--- config.mk ---
export PLATFORM = sky130hd
export DESIGN_NAME = mem_arbiter
export DESIGN_NICKNAME = d
export VERILOG_FILES = /design/src/rtl/mem_arbiter.sv
export SDC_FILE = /design/constraint.sdc
export NUM_CORES = 1
export LEC_CHECK = 0
export ABC_AREA = 1
export CORE_UTILIZATION = 46
export CTS_CLUSTER_DIAMETER = 60
export DETAILED_ROUTE_END_ITERATION = 8
export GPL_TIMING_DRIVEN = 0
export PLACE_DENSITY = 0.9
export SLEW_MARGIN = 10
export SYNTH_ARGS = -nofsm -noshare
export SYNTH_HDL_FRONTEND = slang
export SYNTH_SLANG_ARGS = --single-unit
--- constraint.sdc ---
create_clock -name clk -period 3.4 [get_ports clk]
set_input_delay 0.51 -clock clk [delete_from_list [all_inputs] [get_ports clk]]
set_output_delay 0.51 -clock clk [all_outputs]
set_load 0.005 [all_outputs]
--- src/rtl/mem_arbiter.sv ---
// Round-robin arbiter sharing the single memory_unit port between NUM_REQ requesters.
// Optional MEM_ARB_LOCK_EN adds a per-requester lock that keeps ownership across transactions.
module mem_arbiter #(
   parameter int NUM_REQ = 3,
   parameter int ADDR_W  = 12,
   parameter int DATA_W  = 16
) (
   input  logic                      clk,
   input  logic                      rst,
   input  logic [NUM_REQ-1:0]        req,
   input  logic [2*NUM_REQ-1:0]      req_func,
   input  logic [ADDR_W*NUM_REQ-1:0] req_address,
   input  logic [DATA_W*NUM_REQ-1:0] req_write_data,
`ifdef MEM_ARB_LOCK_EN
   input  logic [NUM_REQ-1:0]        lock,
`endif
   output logic [NUM_REQ-1:0]        grant,
   output logic [NUM_REQ-1:0]        done,
   output logic [DATA_W-1:0]         rd_data,
   output logic [1:0]                mem_func,
   output logic                      mem_execute,
   output logic [ADDR_W-1:0]         mem_address,
   output logic [DATA_W-1:0]         mem_write_data,
   input  logic                      mem_ready,
   input  logic [DATA_W-1:0]         mem_read_data,
   output logic                      busy
);

   localparam int PW = (NUM_REQ > 1) ? $clog2(NUM_REQ) : 1;

   typedef enum logic [1:0] {IDLE, ISSUE, WAIT_BUSY, WAIT_DONE} state_t;

   state_t        state, state_nx;
   logic [PW-1:0] rr_ptr, owner, pick, sel, owner_nx;
   logic          found, take, finish;
`ifdef MEM_ARB_LOCK_EN
   logic          locked, unlock;
`endif

   function automatic logic [PW-1:0] wrap(input int v);
      return (v >= NUM_REQ) ? PW'(v - NUM_REQ) : PW'(v);
   endfunction

   // Descending scan so the last hit is the first set bit at or after rr_ptr.
   always_comb begin
      found = 1'b0;
      pick  = '0;
      for (int i = NUM_REQ - 1; i >= 0; i--) begin
         if (req[wrap(int'(rr_ptr) + i)]) begin
            found = 1'b1;
            pick  = wrap(int'(rr_ptr) + i);
         end
      end
   end

   assign owner_nx = wrap(int'(owner) + 1);

   always_comb begin
      state_nx = state;
      take     = 1'b0;
      finish   = 1'b0;
      sel      = pick;
`ifdef MEM_ARB_LOCK_EN
      unlock   = 1'b0;
`endif
      unique case (state)
         IDLE: begin
`ifdef MEM_ARB_LOCK_EN
            if (locked) begin
               sel = owner;
               if (!lock[owner])
                  unlock = 1'b1;
               else if (mem_ready && req[owner])
                  take = 1'b1;
            end else if (mem_ready && found) begin
               take = 1'b1;
            end
`else
            if (mem_ready && found)
               take = 1'b1;
`endif
            if (take)
               state_nx = ISSUE;
         end
         ISSUE:     state_nx = WAIT_BUSY;
         WAIT_BUSY: if (!mem_ready) state_nx = WAIT_DONE;
         WAIT_DONE: begin
            if (mem_ready) begin
               finish   = 1'b1;
               state_nx = IDLE;
            end
         end
         default:   state_nx = IDLE;
      endcase
   end

   always_ff @(posedge clk or negedge rst) begin
      if (!rst) begin
         state          <= IDLE;
         rr_ptr         <= '0;
         owner          <= '0;
         grant          <= '0;
         done           <= '0;
         rd_data        <= '0;
         mem_func       <= '0;
         mem_address    <= '0;
         mem_write_data <= '0;
`ifdef MEM_ARB_LOCK_EN
         locked         <= 1'b0;
`endif
      end else begin
         state <= state_nx;
         done  <= '0;
         if (take) begin
            owner          <= sel;
            grant          <= NUM_REQ'(1) << sel;
            mem_func       <= req_func[2*sel +: 2];
            mem_address    <= req_address[ADDR_W*sel +: ADDR_W];
            mem_write_data <= req_write_data[DATA_W*sel +: DATA_W];
         end
         if (finish) begin
            rd_data <= mem_read_data;
            done    <= grant;
`ifdef MEM_ARB_LOCK_EN
            if (lock[owner]) begin
               locked <= 1'b1;
            end else begin
               grant  <= '0;
               rr_ptr <= owner_nx;
            end
`else
            grant  <= '0;
            rr_ptr <= owner_nx;
`endif
         end
`ifdef MEM_ARB_LOCK_EN
         if (unlock) begin
            locked <= 1'b0;
            grant  <= '0;
            rr_ptr <= owner_nx;
         end
`endif
      end
   end

   assign mem_execute = (state == ISSUE);
   assign busy        = (state != IDLE);

endmodule

**Yosys cells after proc, flatten, opt, wreduce, memory -nomap -nowiden**

Cells that the tools add are included.

- Register bits: 58
- Input bits: 112
- Logic and storage cells: 67

- Add/subtract/negate cells: 7
- $mul: 1
- Order comparisons: 7
- Equality and inequality tests: 6
- Shift operators: 4
- Muxes and demuxes: 28
- Reductions and logical operators: 5

Operators with widths:

| kind | count |
|---|---|
| $shiftx 48x7->16 | 1 |
| $shiftx 36x7->12 | 1 |
| $mux 2 | 10 |
| $mux 1 | 11 |
| $ge 3x2->1 const B | 3 |
| $lt 2x3->1 const B | 3 |
| $mux 3 | 3 |
| $pmux 2 s4 | 1 |
| $sub 2x2->2 const B | 4 |
| $add 2x1->3 const B | 2 |
| $bmux 1 s2 | 3 |
| $shiftx 6x4->2 | 1 |
| $eq 2x2->1 const B | 2 |
| $mul 2x2->4 const A | 1 |
| $ne 2x2->1 const B | 2 |
| $reduce_bool 2->1 | 2 |
| $add 2x2->3 const B | 1 |
| $reduce_and 3->1 | 1 |
| $shl 1x2->3 const A | 1 |
| $eq 2x1->1 const B | 1 |
| $ge 2x2->1 const B | 1 |
| $logic_not 2->1 | 1 |
| $ne 2x1->1 const B | 1 |
| $logic_and 1x1->1 | 1 |

**Logic depth before layout (Yosys ltp)**

- Depth in word-level cells: 14
- Gate-level depth with buffers: 15
- Depth with buffers taken out: 14

**Least setup slack after synthesis**

Ideal clock, no wire load.

- Path type: register -> register
- Start: reg rr_ptr[0]
- End: reg mem_address[0]
- Setup time: 0.122 ns
- Arrival time: 1.708 ns
- Required time: 3.278 ns
- Slack: 1.570 ns
- Stages on the path, launching flop included: 16
- Clock period less this slack: 1.830 ns
- Cell sequence: dfrtp_1 > inv_1 > ha_1 > inv_2 > nand2_1 > nand2_1 > nand2_1 > nand2_1 > nor2_1 > nand2_2 > nand3_2 > buf_6 > buf_6 > nand2_2 > inv_2 > a21oi_2

- Longest elaborated chain between the ends: 12

Ends and longest elaborated chain:

| item | line | source |
|---|---|---|
| start: declaration | 34 | `logic [PW-1:0] rr_ptr, owner, pick, sel, owner_nx;` |
| start signal: assignment | 133 | `rr_ptr <= owner_nx;` |
| parallel branches: the longest is 12 deep, another holds $mul 2x2->4 | n/a |  |
| end signal: assignment | 118 | `mem_address <= req_address[ADDR_W*sel +: ADDR_W];` |
| end: declaration | 22 | `output logic [ADDR_W-1:0] mem_address,` |

Several ways; the timed one is not identified. The select of a mux whose other input is x is not followed.
A chain may end at the register's enable or synchronous reset.

**Final worst setup path**

- Start: reg rr_ptr[0]
- End: reg mem_write_data[6]

- Longest elaborated chain between the ends: 12

Ends and longest elaborated chain:

| item | line | source |
|---|---|---|
| parallel branches: the longest is 12 deep, another holds $add 2x2->3 | n/a |  |
| end signal: assignment | 119 | `mem_write_data <= req_write_data[DATA_W*sel +: DATA_W];` |
| end: declaration | 23 | `output logic [DATA_W-1:0] mem_write_data,` |

Several ways; the timed one is not identified. The select of a mux whose other input is x is not followed.

==> results.cfg <==
[status]
status = finished clean

[final_layout]
drive_gt1_share_pct = 22.5
area_delta_synth_final_pct = 52.0
finalCoreUtilization_pct = 73.8
multi_input_area_mm2 = 0.00167
nets = 793
antenna_cells = 0
n_fill_cell = 605
ff_latch_area_mm2 = 0.00145
stdcell_count = 778

[timing]
rsz0062_at_grt = no
tns_ps = 0
max_freq_mhz = 451
hold_ws_ps = 218
finalSetupViolations = 0
min_period_ps = 2220
drv_slew = 0
fin_crit_sh_pct = 65.2
max-slew-margin-rel_pct = 50.7
fin_skew_ps = 5.12
final_hold_viol_count = 0
tightestPinTransition_ps = 740

[min_path]
hold_path.class = input pin to asynchronous set/reset pin

[synth]
synth.largest_area_cell = dfrtp_1
synth_nets = 617
ys_types = 24
ys_top_cells_by_count = inv_1, nand2_1, nand3_1, dfrtp_1, a21oi_2
async_flop_share_pct = 100
yosysMostFrequentCell = inv_1
synth-seq-cells = 58
syn_area_per_cell_um2 = 7.69
synthFlopType = dfrtp_1
synth_top_area_share_pct = 38.1
ys_top_cells_by_area = dfrtp_1, a21oi_2, inv_1
synth-edff-count = 0
synthesis.area_mm2 = 0.00381
yosysWarnings = 0
syn-instance-count = 495
ys_seq_area_share_pct = 38.1

[placement]
dpl.hpwl_mm = 8.24
routabilityCongestion = 0.830
io_buffers = 165
place_inst = 762

[detailed_routing]
vias = 3734
met1Wirelength_mm = 4.28
dr.first_iter.drc_count = 146
wl_per_cell_um = 13.8
route.met3.wl_um = 509
drc = 0
ant_nets = 0
dr.pass1.iters = 5
wl_met2_mm = 5.74
topRoutingLayerUsed = met4
postRouteWirelength_mm = 10.8
viasPerCell = 4.80

[clock_network]
cts_root_buf = clkbuf_8
clk_pin_slew_ps = 70
tritoncts = yes
cts_resized = 0
cts_setup_buffers = 0
clock_latency_ps = 340
cts_hold_buf = 0
clk_path_buf_depth = 2
clkSinkCount = 58
htreeDepth = 3
cts_made_buffers = 9

[power]
power_mw = 5.05
vdd_drop_max_mv = 0.446
power.leakage_nw = 2.99
powerDensity_mw_per_mm2 = 872

[critical_path]
critPathSlowestCell = dfrtp_1
crit_path_max_fanout = 10
crit_type = flop to flop
path_cells = inv_1 -> ha_1 -> inv_2 -> nand2_1 -> nand2_1 -> nand2_1 -> nand2_1 -> nand2_1 -> nand3_2 -> nand2_1 -> buf_2 -> nand2_1 -> nand3_1 -> a21oi_2
cpPeakStageDelay_ps = 380
crit_path_start_kind = flop
crit_top_cell = nand2_1
cp_data_required_time_ps = 3630
critPathArrivalTime_ps = 2450
cp-end-kind = flop

[floorplanning]
dieArea_mm2 = 0.00864
pin_count = 166
row_count = 32
dieWidth_um = 93.0
core_mm2 = 0.00785
dieHeight_um = 93.0
initial_core_util_pct = 48.5

[global_routing]
grt_pass1_vias = 3773
grt.total_usage_pct = 26.0
grt_pass1_wl_mm = 17.3
grt_max_degree = 59
grt_overflow_total = 0
antenna_found_initial = 0

[run]
maxCapViolCount = 0
## critical path: cells and delay by family (launching register included)
family / cells / cell delay [ps]
and+or+nand+nor: 9 / 880
buffers and inverters: 3 / 420
DFF: 1 / 380
adders and majority gates: 1 / 370
AOI/OAI and AO/OA: 1 / 60
## per-layer routing
layer,vias to the layer above,track usage [%]
li1,1861,-
met1,1742,30.1
met2,114,47.5
met3,17,3.66
met4,0,10.9
met5,-,0
## worst paths after layout
check | start | depth (start not counted) | slack (ps) | to
max reg2reg | rr_ptr[0]$_DFFE_PN0P_ | 14 | 1180 | mem_write_data[6]$_DFFE_PN0P_
min reg2reg | owner[0]$_DFFE_PN0P_ | 2 | 500 | owner[0]$_DFFE_PN0P_
max | rr_ptr[0]$_DFFE_PN0P_ | 14 | 1180 | mem_write_data[6]$_DFFE_PN0P_
min | rst | 1 | 220 | rd_data[0]$_DFFE_PN0P_
max in group asynchronous | rst | 1 | 2680 | mem_write_data[15]$_DFFE_PN0P_
min in group clk | owner[0]$_DFFE_PN0P_ | 2 | 500 | owner[0]$_DFFE_PN0P_
## layout make-up
type / count / area share (%)
Timing Repair Buffer: 165 / 28.5
Tap cell: 102 / 2.20
Clock buffer: 10 / 2.38
Buffer: 24 / 2.90
Sequential cell: 58 / 25.1
Clock inverter: 6 / 1.15
Inverter: 137 / 8.88
Multi-Input combinational cell: 276 / 28.9
## power breakdown
group / internal, mW / switching, mW
registers: 1.01 / 0.171
logic: 1.47 / 1.75
clock network: 0.358 / 0.298
## registers in the layout (all words and copies together) (netlist names)
| register | count |
|---|---|
| done | 3 |
| grant | 3 |
| mem_address | 12 |
| mem_func | 2 |
| mem_write_data | 16 |
| owner | 2 |
| rd_data | 16 |
| rr_ptr | 2 |
| state | 2 |
## metrics by stage
stage / instance area (µm²) / setup WS, ps
2_1_floorplan: 3810 / 1570
3_3_place_gp: 5590 / 11.9
3_5_place_dp: 5580 / 917
4_1_cts: 5790 / 1190
5_1_grt: 5790 / 894
6_report: 5790 / 1180
## cell usage in the layout (no fill, tap or decap), drive strengths merged
cell type,instances
a21oi,65
buf,22
bufinv,1
clkbuf,13
clkdlybuf4s50,164
clkinv,2
clkinvlp,3
dfrtp,58
ha,10
inv,137
mux2,16
mux2i,1
nand2,92
nand3,70
nor2,14
o21ai,8
## kinds of logic (layout without fill, tap and decap cells)
family	count (synthesis)	after routing	share of synthesized area [%]
simple gates	176	176	21.2
buf+inv	161	342	17.9
compound gates	73	73	14.5
flops	58	58	38.1
mux	17	17	5.00
fa+ha+maj	10	10	3.29
Note: power is estimated with default switching activity, not from simulation.
